==> src/rtl/main_controller.sv <==
// Multi-cycle MIPS main control FSM: sequences fetch/decode/execute/memory/writeback
// and drives the datapath enables, mux selects and the ALUOp code for ALUDecoder.
module main_controller (
  input  logic       clk,
  input  logic       reset,
  input  logic [5:0] Op,
  input  logic       Zero,
  output logic       IorD,
  output logic       MemWrite,
  output logic       IRWrite,
  output logic       RegDst,
  output logic       MemtoReg,
  output logic       RegWrite,
  output logic       ALUSrcA,
  output logic [1:0] ALUSrcB,
  output logic [1:0] ALUOp,
  output logic [1:0] PCSrc,
  output logic       PCEn,
  output logic       Illegal,
  output logic [3:0] State
);

  typedef enum logic [3:0] {
    FETCH   = 4'd0,
    DECODE  = 4'd1,
    MEMADR  = 4'd2,
    MEMRD   = 4'd3,
    MEMWB   = 4'd4,
    MEMWR   = 4'd5,
    EXECUTE = 4'd6,
    ALUWB   = 4'd7,
    BRANCH  = 4'd8,
    ADDIEX  = 4'd9,
    ADDIWB  = 4'd10,
    JUMP    = 4'd11
  } state_t;

  localparam logic [5:0] OP_RTYPE = 6'b000000;
  localparam logic [5:0] OP_LW    = 6'b100011;
  localparam logic [5:0] OP_SW    = 6'b101011;
  localparam logic [5:0] OP_BEQ   = 6'b000100;
  localparam logic [5:0] OP_ADDI  = 6'b001000;
  localparam logic [5:0] OP_J     = 6'b000010;

  state_t state_q;
  state_t state_d;
  logic   pc_write;
  logic   branch;
  logic   op_supported;

  // NOTE: sequential state uses non-blocking assignments so every flop samples
  // pre-edge values; combinational blocks below use blocking assignments.
  always_ff @(posedge clk) begin
    if (reset) state_q <= FETCH;
    else       state_q <= state_d;
  end

  assign op_supported = Op inside {OP_RTYPE, OP_LW, OP_SW, OP_BEQ, OP_ADDI, OP_J};

  // NOTE: state_d gets a default before the case so no path can infer a latch;
  // the unreachable encodings 12-15 fall through to FETCH here.
  always_comb begin
    state_d = FETCH;
    case (state_q)
      FETCH:   state_d = DECODE;
      DECODE: begin
        case (Op)
          OP_LW, OP_SW: state_d = MEMADR;
          OP_RTYPE:     state_d = EXECUTE;
          OP_BEQ:       state_d = BRANCH;
          OP_ADDI:      state_d = ADDIEX;
          OP_J:         state_d = JUMP;
          default:      state_d = FETCH;
        endcase
      end
      MEMADR:  state_d = (Op == OP_SW) ? MEMWR : MEMRD;
      MEMRD:   state_d = MEMWB;
      EXECUTE: state_d = ALUWB;
      ADDIEX:  state_d = ADDIWB;
      default: state_d = FETCH;
    endcase
  end

  // Moore outputs: everything not set in a state stays at its default of 0.
  always_comb begin
    IorD     = 1'b0;
    MemWrite = 1'b0;
    IRWrite  = 1'b0;
    RegDst   = 1'b0;
    MemtoReg = 1'b0;
    RegWrite = 1'b0;
    ALUSrcA  = 1'b0;
    ALUSrcB  = 2'b00;
    ALUOp    = 2'b00;
    PCSrc    = 2'b00;
    pc_write = 1'b0;
    branch   = 1'b0;
    case (state_q)
      FETCH: begin
        IRWrite  = 1'b1;
        pc_write = 1'b1;
        ALUSrcB  = 2'b01;
      end
      DECODE:  ALUSrcB = 2'b11;
      MEMADR: begin
        ALUSrcA = 1'b1;
        ALUSrcB = 2'b10;
      end
      MEMRD:   IorD = 1'b1;
      MEMWB: begin
        MemtoReg = 1'b1;
        RegWrite = 1'b1;
      end
      MEMWR: begin
        IorD     = 1'b1;
        MemWrite = 1'b1;
      end
      EXECUTE: begin
        ALUSrcA = 1'b1;
        ALUOp   = 2'b10;
      end
      ALUWB: begin
        RegDst   = 1'b1;
        RegWrite = 1'b1;
      end
      BRANCH: begin
        ALUSrcA = 1'b1;
        ALUOp   = 2'b01;
        PCSrc   = 2'b01;
        branch  = 1'b1;
      end
      ADDIEX: begin
        ALUSrcA = 1'b1;
        ALUSrcB = 2'b10;
      end
      ADDIWB:  RegWrite = 1'b1;
      JUMP: begin
        PCSrc    = 2'b10;
        pc_write = 1'b1;
      end
      default: ;
    endcase
  end

  assign PCEn    = pc_write | (branch & Zero);
  assign Illegal = (state_q == DECODE) && !op_supported;
  assign State   = state_q;

endmodule

==> config.mk <==
export PLATFORM = sky130hd
export DESIGN_NAME = main_controller
export DESIGN_NICKNAME = d
export VERILOG_FILES = /design/src/rtl/main_controller.sv
export SDC_FILE = /design/constraint.sdc
export NUM_CORES = 1
export LEC_CHECK = 0
export ABC_AREA = 1
export BUFFER_PORTS_ARGS = -buffer_cell sky130_fd_sc_hd__buf_2
export CELL_PAD_IN_SITES_DETAIL_PLACEMENT = 0
export CELL_PAD_IN_SITES_GLOBAL_PLACEMENT = 2
export CORE_MARGIN = 2
export CORE_UTILIZATION = 21
export CTS_BUF_LIST = sky130_fd_sc_hd__clkbuf_8
export DETAILED_ROUTE_END_ITERATION = 12
export GPL_TIMING_DRIVEN = 0
export PLACE_DENSITY = 0.91
export RECOVER_POWER = 25
export SYNTH_ARGS = -nofsm -noshare
export SYNTH_HDL_FRONTEND = slang
export SYNTH_SLANG_ARGS = --single-unit
==> constraint.sdc <==
create_clock -name clk -period 2.55 [get_ports clk]
set_input_delay 0 -clock clk [delete_from_list [all_inputs] [get_ports clk]]
set_output_delay 0 -clock clk [all_outputs]
set_load 0.01 [all_outputs]
# Word-level counts from Yosys, hierarchy flattened
# Cells that the tools add are included.
[word_totals]
regBits = 4
in_bits = 9
out_inout_bits = 19
word_cells = 45
[classes]
n_eq_ne = 16
n_mux = 15
bitwise = 2
n_reduce_logical = 11
[ops]
columns = ["op", "n"]
rows = [
  ["one-hot mux 4 bit (6 select lines)", 1],
  ["one-hot mux 4 bit (5 select lines)", 1],
  ["equality test 4 x 3 -> 1 bit (second input constant)", 4],
  ["equality test 4 bit (second input constant)", 4],
  ["equality test 6 bit (second input constant)", 2],
  ["2-to-1 mux 1 bit", 9],
  ["equality test 4 x 2 -> 1 bit (second input constant)", 2],
  ["one-hot mux 2 bit (2 select lines)", 2],
  ["OR reduction 2 bit", 4],
  ["equality test 6 x 2 -> 1 bit (second input constant)", 1],
  ["equality test 6 x 3 -> 1 bit (second input constant)", 1],
  ["equality test 6 x 4 -> 1 bit (second input constant)", 1],
  ["logical NOT 6 bit", 1],
  ["one-hot mux 2 bit (3 select lines)", 1],
  ["nonzero test 6 bit", 1],
  ["equality test 4 x 1 -> 1 bit (second input constant)", 1],
  ["logical NOT 4 bit", 1],
  ["OR reduction 4 bit", 1],
  ["2-to-1 mux 3 bit", 1],
  ["OR reduction 3 bit", 1],
  ["AND 1 bit", 1],
  ["logical AND 1 bit", 1],
  ["logical NOT 1 bit", 1],
  ["bitwise OR 1 bit", 1],
]

# Depth between registers and ports, before layout
# Gate-level depths: netlist of run 1.
[depth]
ltp_word = 4
depth_mapped = 8
ltp_nobuf = 8

# Least setup slack after synthesis of run 1
# No wires, ideal clock.
[synth_timing]
path_type = "reg-to-output"
start = "reg state_q[2], in the netlist State[2]"
end = "out PCEn"
arrival_ps = 1095
setup_slack_ps = 1455
path_stages_with_launch = 6
path_cell_list = "dfxtp_1 inv_2 nand2_1 nor2_1 a21oi_1 o21ai_0"
[synth_via]
elab_chain_cells = 4
elab_cells_between_ends = 8
[synth_lines]
columns = ["item", "line_no", "rtl"]
rows = [
  ["from (decl)", "45", "state_t state_q;"],
  ["from (signal assigned)", "55", "else state_q <= state_d;"],
  ["equality test 4 bit / logical NOT 4 bit (equally long branches)", "98", "case (state_q)"],
  ["OR reduction 2 bit (no line) / 2-to-1 mux 1 bit (equally long branches)", "-", ""],
  ["2-to-1 mux 1 bit / AND 1 bit (equally long branches)", "98, 145", ""],
  ["bitwise OR 1 bit *", "145", "assign PCEn = pc_write | (branch & Zero);"],
  ["to (decl)", "18", "output logic PCEn,"],
]
# Mark *: on every way between the ends. The rest lies on a longest branch, timed or not.

# Final worst setup path of run 1
[layout_timing]
start = "reg state_q[3], in the netlist State[3]"
end = "out PCEn"
# The elaborated chain is that of the path after synthesis.

==> summary.txt, run 1 <==
Power and ir drop
  – Total design power: 253 uW
  – Leakage: between 0.0003 and 0.0004 uW
  – Part of the power in the clock network: 0.508
  – NetSw: 65.2 uW
  – Proportion of power drawn by flip-flops and latches: 0.269
  – Switching share of power: 0.258
  – Power per cell area: about 360 nW/um^2
  – Worst ir drop on vdd: 0.128 mV
  – Power Internal: 188 uW
  – Proportion of power drawn by combinational gates: 0.224

Critical path
  – Number of cells on the worst reg-to-reg path: 7
  – Data required time of the worst path: about 2600 ps
  – Endpoint of the lowest-slack register-to-register path: State[2]
  – Worst setup path class: register to primary output
  – Critical Path Source Type: register
  – Capture point of the critical path: PCEn
  – Highest-delay cell along the critical path: sky130_fd_sc_hd__dfxtp_1
  – Crit path capture type: primary output
  – Critical-path cell list: inv_2, nand2_1, nor2_1, a21oi_1, o21ai_0, buf_2
  – Worst setup path start: State[3]
  – Arrival time at the worst endpoint: approximately 1400 ps
  – Worst-path fanout max: 6
  – Worst R2R Setup Slack: roughly 1300 ps
  – Source of the worst register-to-register timing path: State[3]
  – CP peak stage delay: about 390 ps

STA
  – Worst rel slew slack: 0.802
  – Final count of pins violating max slew: 0
  – Worst Hold Slack: 239 ps
  – Slack of the critical path: 1180 ps
  – Number of setup violations in the final report: 0
  – Timing-limited maximum frequency: around 730 MHz
  – Transition time of the tightest slew-check pin: a little under 300 ps
  – Min Tclk post-route: 1370 ps
  – Endpoints failing hold: 0
  – Fraction of the cycle the final worst path needs: 0.539
  – Setup Skew: between 1.5 and 2 ps
  – Setup tns final: 0 ps
  – Unrepaired setup endpoints after global routing: no

Routing
  – Detailed-route via count: 630
  – DR vias/cell: roughly 4.2
  – WL final: 1330 um
  – Routed wire length per instance: between 8 and 9 um
  – Violation count after the first detailed-routing iteration: 14
  – Count of antenna-violating nets left after detailed routing: 0
  – Pre-Repair DR Iteration Count: 4
  – DRC violations left: 0

Clock tree
  – Clk pin slew, worst setup/hold paths: approximately 30 ps
  – TritonCTS clock tree: done
  – Cell at the root of the clock tree: sky130_fd_sc_hd__clkbuf_8
  – Clock Path Buffers: 2
  – Clock insertion delay at the later pin of the skew report: 210 ps
  – Number of setup buffers added after CTS: 0
  – Number of buffers created by CTS: 3
  – Total number of H-tree levels: 1
  – Sink Count: 4

Layout
  – Number of inserted diodes: 0
  – Post-Layout Cell Count: approximately 150
  – Area added between synthesis and finish: 42.7%
  – Layout cells sized above 1: 0.372
  – Number of flip-flops in the largest register: 4
  – Net count, final: 132

Yosys
  – Register bit total from synthesis: 4
  – Syn nets: 99
  – YS warnings: 0
  – Post-synthesis instance area: about 490 sq um
  – Post-synthesis average cell area: roughly 5.4 sq um
  – Part of the Yosys area used for sequential elements: 0.164
  – Number of different library cells in the post-synthesis netlist: 19
  – Synth Instances: 90

GRT
  – First-pass GRT wire length: between 2000 and 2500 um
  – Antenna violations before repair: 0
  – Overall Global Routing Usage: 0.0986
  – Pin count of the biggest net entering global routing: 8
  – Vias in the first global route: approximately 560
  – Total congestion overflow: 0

Floorplanning
  – Number of top-level pins: 28
  – Chip width: around 52 um
  – Site row count: 17
  – Die area: between 2000 and 3000 sq um
  – Starting Density: 0.221
  – Vertical die dimension: roughly 52 um
  – Core ar.: around 2200 sq um

Placement
  – Number of placed instances, taps included: roughly 150
  – IO buf count: 27
  – Sum of net half-perimeters after detailed placement: 1120 um
  – Post-placement worst setup slack: ~1400 ps
  – Final estimated routing congestion in global placement: approximately 0.76

Hold path
  – Min-delay src: Op[0]
  – Hold Crit Class: input port to register

Run
  – Max-cap violation count: 0

Run status
  – Outcome: complete, no violations
-- worst min-delay path by stage --
stage          endpoint  slack (ps)  cells after the start
2_1_floorplan  State[0]          70                      1
3_3_place_gp   State[0]         200                      2
3_5_place_dp   State[0]         200                      2
4_1_cts        State[0]         240                      6
5_1_grt        State[0]         300                      6
6_report       State[0]         240                      6
-- what timing repair did --
action | 4_1_cts | 5_1_grt
hold buffers | 1 | 0
resized for setup | 0 | 0
hold endpoints to repair | 2 | 0
-- cell families (layout without fill, tap and decap cells) --
| group | after synthesis | in the layout | share of synthesized area |
|---|---|---|---|
| AO/OA/AOI/OAI | 9 | 9 | 0.110 |
| buffers and inverters | 15 | 46 | 0.123 |
| flip-flops | 4 | 4 | 0.164 |
| AND/OR/NAND/NOR | 62 | 62 | 0.604 |
-- cell usage after synthesis --
cell / number / area [sq um]
sky130_fd_sc_hd__inv_2: 5 / 18.8
sky130_fd_sc_hd__nor2_2: 4 / 25.0
sky130_fd_sc_hd__buf_4: 1 / 7.51
sky130_fd_sc_hd__nand2_1: 12 / 45.0
sky130_fd_sc_hd__o22ai_1: 1 / 6.26
sky130_fd_sc_hd__inv_1: 9 / 33.8
sky130_fd_sc_hd__nand2_2: 6 / 37.5
sky130_fd_sc_hd__o211ai_2: 1 / 12.5
sky130_fd_sc_hd__dfxtp_1: 4 / 80.1
sky130_fd_sc_hd__or2_1: 1 / 6.26
sky130_fd_sc_hd__nor2_1: 26 / 97.6
sky130_fd_sc_hd__nor2_4: 1 / 11.3
sky130_fd_sc_hd__o21ai_1: 1 / 5.00
sky130_fd_sc_hd__nand3_2: 1 / 10.0
sky130_fd_sc_hd__nand3_1: 9 / 45.0
sky130_fd_sc_hd__nand4_1: 1 / 6.26
sky130_fd_sc_hd__nand2_4: 1 / 11.3
sky130_fd_sc_hd__o21ai_0: 1 / 5.00
sky130_fd_sc_hd__a21oi_1: 5 / 25.0
-- critical path: cells and delay by family (launching register included) --
family                 cells  cell delay, ps
and+or+nand+nor            2             350
AOI/OAI and AO/OA          2             200
DFF                        1             390
buffers and inverters      2             220
-- layout make-up --
class / count / area (sq um)
clock buffers: 3 / 41.3
plain buffers: 1 / 7.51
inverters: 14 / 52.6
multi-input cells: 71 / 342
repair buffers: 28 / 140
well taps: 28 / 35.0
flip-flops and latches: 4 / 80.1
fillers: 272 / 1510
-- power by group through the flow --
stage / combinational (uW) / clock [uW] / sequential, uW
after CTS: 58.2 / 131 / 67.9
final: 56.6 / 128 / 68.0
after global routing: 65.1 / 133 / 68.2
after detailed placement: 56.8 / 0 / 68.8
after global placement: 56.8 / 0 / 68.7
after floorplan: 33.8 / 0 / 69.1
-- per-layer routing --
| metal | GRT usage | part of all wire |
|---|---|---|
| met2 | 0.181 | 0.46 |
| met5 | 0 | 0 |
| met3 | 0 | 0.075 |
| met4 | 0.0385 | 0 |
| met1 | 0.122 | 0.46 |
-- per-stage QoR --
step                 util  instance area, sq um
finish              0.316                   698
floorplan               -                   489
global placement    0.298                   659
global route        0.316                   698
CTS                 0.321                   711
detailed placement  0.298                   659
-- cell usage in the layout, fill, tap and decap left out, types with 3 or more instances in the layout --
| master | instances |
|---|---|
| sky130_fd_sc_hd__inv_2 | 5 |
| sky130_fd_sc_hd__a21oi_1 | 5 |
| sky130_fd_sc_hd__clkbuf_1 | 4 |
| sky130_fd_sc_hd__dfxtp_1 | 4 |
| sky130_fd_sc_hd__inv_1 | 9 |
| sky130_fd_sc_hd__nand2_1 | 13 |
| sky130_fd_sc_hd__buf_2 | 23 |
| sky130_fd_sc_hd__nand3_1 | 9 |
| sky130_fd_sc_hd__nand2_2 | 6 |
| sky130_fd_sc_hd__clkbuf_8 | 3 |
| sky130_fd_sc_hd__nor2_1 | 26 |
| sky130_fd_sc_hd__nor2_2 | 4 |
Note: power is estimated with default switching activity, not from simulation.
==> inputs of run 2 (changes only) <==
--- a/config.mk
+++ b/config.mk
@@ -5,7 +5,7 @@
 export SDC_FILE = /design/constraint.sdc
 export NUM_CORES = 1
 export LEC_CHECK = 0
-export ABC_AREA = 1
+export ABC_AREA = 0
 export BUFFER_PORTS_ARGS = -buffer_cell sky130_fd_sc_hd__buf_2
 export CELL_PAD_IN_SITES_DETAIL_PLACEMENT = 0
 export CELL_PAD_IN_SITES_GLOBAL_PLACEMENT = 2
@@ -14,7 +14,7 @@
 export CTS_BUF_LIST = sky130_fd_sc_hd__clkbuf_8
 export DETAILED_ROUTE_END_ITERATION = 12
 export GPL_TIMING_DRIVEN = 0
-export PLACE_DENSITY = 0.91
+export PLACE_DENSITY = 0.86
 export RECOVER_POWER = 25
 export SYNTH_ARGS = -nofsm -noshare
 export SYNTH_HDL_FRONTEND = slang
==> constraint.sdc (replaced) <==
create_clock -name clk -period 1.4 [get_ports clk]
set_input_delay 0 -clock clk [delete_from_list [all_inputs] [get_ports clk]]
set_output_delay 0 -clock clk [all_outputs]
set_load 0.01 [all_outputs]
==> run 2 against run 1 <==
  * Sequential share of layout area rose by 0.39 points
  * Core utilization about the same
  * Via count decreased by 7.5%
  * Wire length up 1.2%
  * Non-clock buffer count up 3
  * Final area fell by 1.8%
  * Clock power grew 85%
  * Clock skew rose by 2.3 ps
  * Synthesized area shrank 3.1%
  * Register-to-register slack lost 1100 ps
  * Worst setup slack worse by 1100 ps
  * First-iteration DRC count decreased by 71%
==> summary.txt, run 2 <==
Layout
  – Net count, final: 111 (was 132)
  – Filler Cell Count: 262 (was 272)
  – Final cell utilization of the core: 0.316 (about the same)
  – Number of flip-flops in the largest register: 4 (unchanged)
  – Post-Layout Cell Count: 128 (was 149)
  – Area added between synthesis and finish: 44.6% (was 42.7%)
  – Layout cells sized above 1: 0.370 (was 0.372)
  – Most common cell after layout, fill and taps aside: sky130_fd_sc_hd__buf_2 (was sky130_fd_sc_hd__nor2_1)
  – Most used cells in the layout excluding fill and tap cells: sky130_fd_sc_hd__buf_2 (26), sky130_fd_sc_hd__nor2_1 (9), sky130_fd_sc_hd__nor3_1 (7) (was sky130_fd_sc_hd__nor2_1 (26), sky130_fd_sc_hd__buf_2 (23), sky130_fd_sc_hd__nand2_1 (13))
  – Number of inserted diodes: 0 (unchanged)
  – Register area: 81.3 sq um (was 80.1 sq um)
  – Total area of multi-input combinational cells: 353 sq um (was 342 sq um)

STA
  – Transition time of the tightest slew-check pin: 314 ps (was 297 ps)
  – Min Tclk post-route: approximately 1300 ps
  – Timing-limited maximum frequency: 761 MHz
  – Setup Skew: 4.22 ps (was 1.97 ps)
  – Final count of pins violating max slew: 0 (unchanged)
  – Setup tns final: 0 ps (unchanged)
  – Worst rel slew slack: 0.789 (was 0.802)
  – Fraction of the cycle the final worst path needs: 0.939
  – Endpoints failing hold: 0 (unchanged)
  – Number of setup violations in the final report: 0 (unchanged)
  – Unrepaired setup endpoints after global routing: no (unchanged)

Placement
  – Number of placed instances, taps included: 125 (was 145)
  – Final estimated routing congestion in global placement: 0.694 (was 0.763)
  – Sum of net half-perimeters after detailed placement: 1080 um (was 1120 um)
  – IO buf count: 27 (unchanged)

Routing
  – Violation count after the first detailed-routing iteration: 4 (was 14)
  – WL final: 1350 um (was 1330 um)
  – Pre-Repair DR Iteration Count: 3 (was 4)
  – DR vias/cell: 4.55 (was 4.23)
  – Routed wire length per instance: 10.5 um (was 8.95 um)
  – Count of antenna-violating nets left after detailed routing: 0 (unchanged)
  – Detailed-route via count: 583 (was 630)
  – DRC violations left: 0 (unchanged)

Clock tree
  – TritonCTS clock tree: done (unchanged)
  – Clock insertion delay at the later pin of the skew report: 210 ps (about the same)
  – Clock Path Buffers: 2 (unchanged)
  – Number of buffers created by CTS: 3 (unchanged)
  – Total number of H-tree levels: 1 (unchanged)
  – Sink Count: 4 (unchanged)
  – Cell at the root of the clock tree: sky130_fd_sc_hd__clkbuf_8 (unchanged)
  – # hold bufs at CTS: 0 (was 1)
  – Clk pin slew, worst setup/hold paths: 30 ps (about the same)

Critical path
  – Source of the worst register-to-register timing path: State[3] (unchanged)
  – Critical Path Source Type: register (unchanged)
  – Number of cells on the worst reg-to-reg path: 4 (was 7)
  – Endpoint of the lowest-slack register-to-register path: State[1] (was State[2])
  – Sum of buffers and inverters on the critical path: 3 (was 2)
  – Worst setup path class: register to primary output (unchanged)
  – Data required time of the worst path: 1400 ps (was 2550 ps)
  – Worst-path fanout max: 10 (was 6)
  – Top delay family on crit path: buffers and inverters (was flip-flops)
  – Critical-path cell list: clkbuf_4, inv_1, o21ai_1, a21oi_1, buf_2 (was inv_2, nand2_1, nor2_1, a21oi_1, o21ai_0, buf_2)
  – Worst R2R Setup Slack: 170 ps (was 1310 ps)
  – CP peak stage delay: 400 ps (was 390 ps)
  – Crit path capture type: primary output (unchanged)
  – Capture point of the critical path: PCEn (unchanged)
  – Arrival time at the worst endpoint: 1310 ps (was 1370 ps)
  – Highest-delay cell along the critical path: sky130_fd_sc_hd__dfxtp_1 (unchanged)
  – Worst setup path start: State[3] (unchanged)
  – Logic depth of the worst setup path including buffers: 5 (was 6)

Yosys
  – Commonest cells in the synthesized netlist: sky130_fd_sc_hd__nor2_1 (9), sky130_fd_sc_hd__nor3_1 (7), sky130_fd_sc_hd__nand2_1 (6) (was sky130_fd_sc_hd__nor2_1 (26), sky130_fd_sc_hd__nand2_1 (12), sky130_fd_sc_hd__inv_1 (9), sky130_fd_sc_hd__nand3_1 (9), sky130_fd_sc_hd__nand2_2 (6))
  – Syn nets: 79 (was 99)
  – Cell types occupying the most area after synthesis: sky130_fd_sc_hd__dfxtp_1 (17%), sky130_fd_sc_hd__nor3_1 (7.4%), sky130_fd_sc_hd__xor2_1 (7.4%) (was sky130_fd_sc_hd__nor2_1 (20%), sky130_fd_sc_hd__dfxtp_1 (16%), sky130_fd_sc_hd__nand3_1 (9.2%))
  – Synth Instances: 70 (was 90)
  – Post-synthesis average cell area: 6.77 sq um (was 5.44 sq um)
  – Main synth FF type: sky130_fd_sc_hd__dfxtp_1 (unchanged)
  – Number of different library cells in the post-synthesis netlist: 26 (was 19)
  – Part of the Yosys area used for sequential elements: 0.169 (was 0.164)
  – Async set-or-reset flop fraction in the synthesized netlist: 0 (unchanged)
  – Register bit total from synthesis: 4 (unchanged)
  – Number of flops mapped to enable cells by yosys: 0 (unchanged)
  – Dominant cell type by area after synthesis: sky130_fd_sc_hd__dfxtp_1 (was sky130_fd_sc_hd__nor2_1)
  – YS warnings: 0 (unchanged)
  – Most instantiated library cell after synthesis: sky130_fd_sc_hd__nor2_1 (unchanged)
  – Post-synthesis instance area: 474 sq um (was 489 sq um)
  – Area share of the leading cell type in the synthesized netlist: 0.169 (was 0.199)

Power and ir drop
  – Worst ir drop on vdd: 0.287 mV (was 0.128 mV)
  – Power per cell area: 689 nW/um^2 (was 362 nW/um^2)
  – Leakage: 0.000310 uW (was 0.000383 uW)
  – Total design power: 473 uW (was 253 uW)

GRT
  – Total congestion overflow: 0 (unchanged)
  – First-pass GRT wire length: 2130 um (was 2110 um)
  – Pin count of the biggest net entering global routing: 11 (was 8)
  – Overall Global Routing Usage: 0.105 (was 0.0986)
  – Vias in the first global route: 483 (was 561)
  – Antenna violations before repair: 0 (unchanged)

Run
  – Max-cap violation count: 0 (unchanged)

Run status
  – Outcome: complete, no violations (unchanged)

Floorplanning
  – Vertical die dimension: 51.5 um (was 52.3 um)
  – Chip width: 51.5 um (was 52.3 um)
  – Number of top-level pins: 28 (unchanged)
  – Site row count: 17 (unchanged)
  – Core ar.: 2170 sq um (was 2210 sq um)
  – Starting Density: 0.219 (was 0.221)
  – Die area: 2650 sq um (was 2730 sq um)

Hold path
  – Min-delay src: reset (was Op[0])
  – Hold Crit Class: input port to register (unchanged)
[run 2: cell types whose count changed in the layout (fill, tap and decap cells not counted), moves of 5 or more]
cell,change
sky130_fd_sc_hd__nand3_1,-6
sky130_fd_sc_hd__nor3_1,+7
sky130_fd_sc_hd__inv_2,-5
sky130_fd_sc_hd__nand2_2,-6
sky130_fd_sc_hd__inv_1,-7
sky130_fd_sc_hd__nand2_1,-7
sky130_fd_sc_hd__nor2_1,-17
[run 2: area by class of cell]
cell class	instances	share of cell area
multi-input cells	59	0.515
repair buffers	27	0.192
flip-flops and latches	4	0.119
clock buffers	3	0.0602
plain buffers	5	0.0529
well taps	28	0.0511
inverters	2	0.0109
[run 2: cell families (layout without fill, tap and decap cells)]
| group | Yosys count | count (layout) | synth area share |
|---|---|---|---|
| xor gates and xnor gates | 4 | 4 | 0.0739 |
| DFF | 4 | 4 | 0.169 |
| AOI/OAI and AO/OA | 14 | 14 | 0.185 |
| and+or+nand+nor | 41 | 41 | 0.485 |
| buffers and inverters | 7 | 37 | 0.0871 |
[run 2: stage by stage]
step                hold WS [ps]  worst slack [ps]  area [sq um]
global route                55.1              19.9           686
CTS                         49.1              48.5           686
finish                      48.7              85.5           686
detailed placement           274               180           644
global placement             274               206           644
floorplan                    163               287           474
[run 2: worst min-delay path: cells and delay by family]
family	cells	cell delay, ps
buffers and inverters	1	80
AOI/OAI and AO/OA	1	40
and+or+nand+nor	1	90
[run 2: repair_timing]
| item | in CTS | in global routing |
|---|---|---|
| resized for setup | 0 | 2 |
| setup buffers | 0 | 0 |
| endpoints found under the setup margin | 0 | 2 |
[run 2: how the worst min path moves through the flow]
stage                           to  slack [ps]  cells past startpoint
after floorplan           State[3]         160                      2
after global placement    State[3]         270                      3
after detailed placement  State[3]         270                      3
after CTS                 State[3]          50                      3
after global routing      State[3]          60                      3
final                     State[3]          50                      3
[run 2: metal layers]
layer | track usage | vias to the layer above | wire length, um
li1 | - | 315 | -
met1 | 0.149 | 244 | 657
met2 | 0.154 | 24 | 577
met3 | 0.0345 | 0 | 116
met4 | 0.0263 | 0 | 0
met5 | 0 | - | 0
[run 2: where the power goes]
| group | switching (uW) | internal (uW) | total (uW) | leakage [uW] |
|---|---|---|---|---|
| sequential | 5.04 | 119 | 124 | 0.0000331 |
| combinational | 64.0 | 47.9 | 112 | 0.000256 |
| clock | 54.2 | 183 | 237 | 0.0000216 |
==> inputs of run 3 (changes only) <==
--- a/config.mk
+++ b/config.mk
@@ -13,9 +13,10 @@
 export CORE_UTILIZATION = 21
 export CTS_BUF_LIST = sky130_fd_sc_hd__clkbuf_8
 export DETAILED_ROUTE_END_ITERATION = 12
-export GPL_TIMING_DRIVEN = 0
+export GPL_TIMING_DRIVEN = 1
 export PLACE_DENSITY = 0.86
 export RECOVER_POWER = 25
+export SKIP_LAST_GASP = 1
 export SYNTH_ARGS = -nofsm -noshare
 export SYNTH_HDL_FRONTEND = slang
 export SYNTH_SLANG_ARGS = --single-unit
==> run 3 against run 2 <==
  * Wire length up 1.6%
  * Register-to-register slack better by 30 ps
  * Non-clock buffer count down 1
  * Clock skew about the same
==> summary.txt, run 3 (same netlist as run 2, synthesis figures left out) <==
STA
  – Endpoints failing hold: 0 (unchanged)
  – Timing-limited maximum frequency: 793 MHz (was 761 MHz)
  – Min Tclk post-route: 1260 ps (was 1310 ps)
  – Unrepaired setup endpoints after global routing: no (unchanged)
  – Setup tns final: 0 ps (unchanged)
  – Worst rel slew slack: 0.793 (was 0.789)
  – Transition time of the tightest slew-check pin: 308 ps (was 314 ps)
  – Slack of the critical path: 139 ps (was 85.5 ps)
  – Setup Skew: 3.96 ps (was 4.22 ps)
  – Fraction of the cycle the final worst path needs: 0.901 (was 0.939)
  – Final count of pins violating max slew: 0 (unchanged)
  – Number of setup violations in the final report: 0 (unchanged)

GRT
  – Overall Global Routing Usage: 0.111 (was 0.105)
  – Antenna violations before repair: 0 (unchanged)
  – Vias in the first global route: 504 (was 483)
  – Total congestion overflow: 0 (unchanged)
  – First-pass GRT wire length: 2220 um (was 2130 um)
  – Pin count of the biggest net entering global routing: 16 (was 11)

Critical path
  – Data required time of the worst path: 1400 ps (about the same)
  – Worst setup path class: register to primary output (unchanged)
  – Arrival time at the worst endpoint: 1260 ps (was 1310 ps)
  – Critical Path Source Type: register (unchanged)
  – Worst-path fanout max: 6 (was 10)
  – Worst setup path start: State[1] (was State[3])
  – Crit path capture type: primary output (unchanged)
  – Source of the worst register-to-register timing path: State[1] (was State[3])

Run
  – Max-cap violation count: 0 (unchanged)

Floorplanning
  – Number of top-level pins: 28 (unchanged)
  – Starting Density: 0.219 (unchanged)
  – Core ar.: 2170 sq um (unchanged)
  – Chip width: 51.5 um (unchanged)
  – Die area: 2650 sq um (unchanged)
  – Site row count: 17 (unchanged)
  – Vertical die dimension: 51.5 um (unchanged)

Run status
  – Outcome: complete, no violations (unchanged)

Routing
  – Routed wire length per instance: 10.8 um (was 10.5 um)
  – DR vias/cell: 4.57 (was 4.55)
  – Detailed-route via count: 581 (was 583)
  – Count of antenna-violating nets left after detailed routing: 0 (unchanged)
  – Pre-Repair DR Iteration Count: 4 (was 3)
  – WL final: 1370 um (was 1350 um)
  – Violation count after the first detailed-routing iteration: 5 (was 4)
  – DRC violations left: 0 (unchanged)

Layout
  – Number of inserted diodes: 0 (unchanged)
  – Most used cells in the layout excluding fill and tap cells: sky130_fd_sc_hd__buf_2 (25), sky130_fd_sc_hd__nor2_1 (9), sky130_fd_sc_hd__nor3_1 (7) (was sky130_fd_sc_hd__buf_2 (26), sky130_fd_sc_hd__nor2_1 (9), sky130_fd_sc_hd__nor3_1 (7))
  – Most common cell after layout, fill and taps aside: sky130_fd_sc_hd__buf_2 (unchanged)
  – Net count, final: 110 (was 111)
  – Filler Cell Count: 257 (was 262)
  – Layout cells sized above 1: 0.394 (was 0.370)
  – Area added between synthesis and finish: 45.4% (was 44.6%)
  – Register area: 82.6 sq um (was 81.3 sq um)
  – Total area of multi-input combinational cells: 360 sq um (was 353 sq um)
  – Post-Layout Cell Count: 127 (was 128)
  – Number of flip-flops in the largest register: 4 (unchanged)

Placement
  – Post-placement worst setup slack: 140 ps (was 180 ps)
  – Final estimated routing congestion in global placement: 0.675 (was 0.694)
  – IO buf count: 27 (unchanged)
  – Number of placed instances, taps included: 124 (was 125)
  – Sum of net half-perimeters after detailed placement: 1050 um (was 1080 um)

Clock tree
  – Number of buffers created by CTS: 3 (unchanged)
  – TritonCTS clock tree: done (unchanged)
  – Clock insertion delay at the later pin of the skew report: 220 ps (was 210 ps)
  – Total number of H-tree levels: 1 (unchanged)
  – Clock Path Buffers: 2 (unchanged)
  – Sink Count: 4 (unchanged)
  – Cell at the root of the clock tree: sky130_fd_sc_hd__clkbuf_8 (unchanged)
  – Clk pin slew, worst setup/hold paths: 30 ps (about the same)
  – Number of setup buffers added after CTS: 0 (unchanged)

Power and ir drop
  – Power per cell area: 701 nW/um^2 (was 689 nW/um^2)
  – Leakage: 0.000314 uW (was 0.000310 uW)
  – Worst ir drop on vdd: 0.240 mV (was 0.287 mV)

Hold path
  – Min-delay src: reset (unchanged)
  – Hold Crit Class: input port to register (unchanged)
==> run 3: changes by cell type in the layout (fill, tap and decap cells not counted), sizes merged <==
cell	previous run	this run
buf	28	29
clkbuf	7	5
==> run 3: where the power goes <==
part           switching, uW  total (uW)  leakage [uW]  internal [uW]
combinational           63.1         114      0.000259           51.2
sequential              6.67         125     0.0000336            119
clock                   60.6         244     0.0000216            183
==> run 3: cell type report <==
type | instances | area share
clock buffers | 3 | 0.0599
inverters | 2 | 0.0109
multi-input cells | 59 | 0.523
flip-flops and latches | 4 | 0.120
well taps | 28 | 0.0508
repair buffers | 31 | 0.236
==> run 3: through the flow <==
step,area [sq um],hold WS [ps],utilization,total power [uW]
after global placement,641,282,0.295,240
after CTS,684,40.2,0.315,487
after floorplan,474,163,-,190
final,689,37.2,0.318,484
after global routing,689,45.0,0.318,508
after detailed placement,641,276,0.295,241
==> run 3: path summary, 6_finish.rpt <==
path         slack [ps]       end  cells past startpoint
max                 140      IorD                      4
min                  40  State[3]                      3
max reg2reg         200  State[2]                      4
min reg2reg         630  State[0]                      1
==> run 3: repair_timing <==
item	CTS	global route
hold buffers	0	0
pin swaps	0	0
resized for setup	2	1
setup endpoints to repair	3	1
hold endpoints to repair	0	0
==> run 3: critical path: stages, from the launching register on <==
cell	delay [ps]
sky130_fd_sc_hd__dfxtp_1	440
sky130_fd_sc_hd__buf_4	190
sky130_fd_sc_hd__xor2_1	130
sky130_fd_sc_hd__and3_1	160
sky130_fd_sc_hd__buf_2	120
==> run 3: metal layers <==
metal / global-route usage / vias to the layer above / wire, um
li1: - / 307 / -
met1: 0.140 / 246 / 637
met2: 0.173 / 26 / 592
met3: 0.0345 / 2 / 123
met4: 0.0526 / 0 / 17
met5: 0 / - / 0
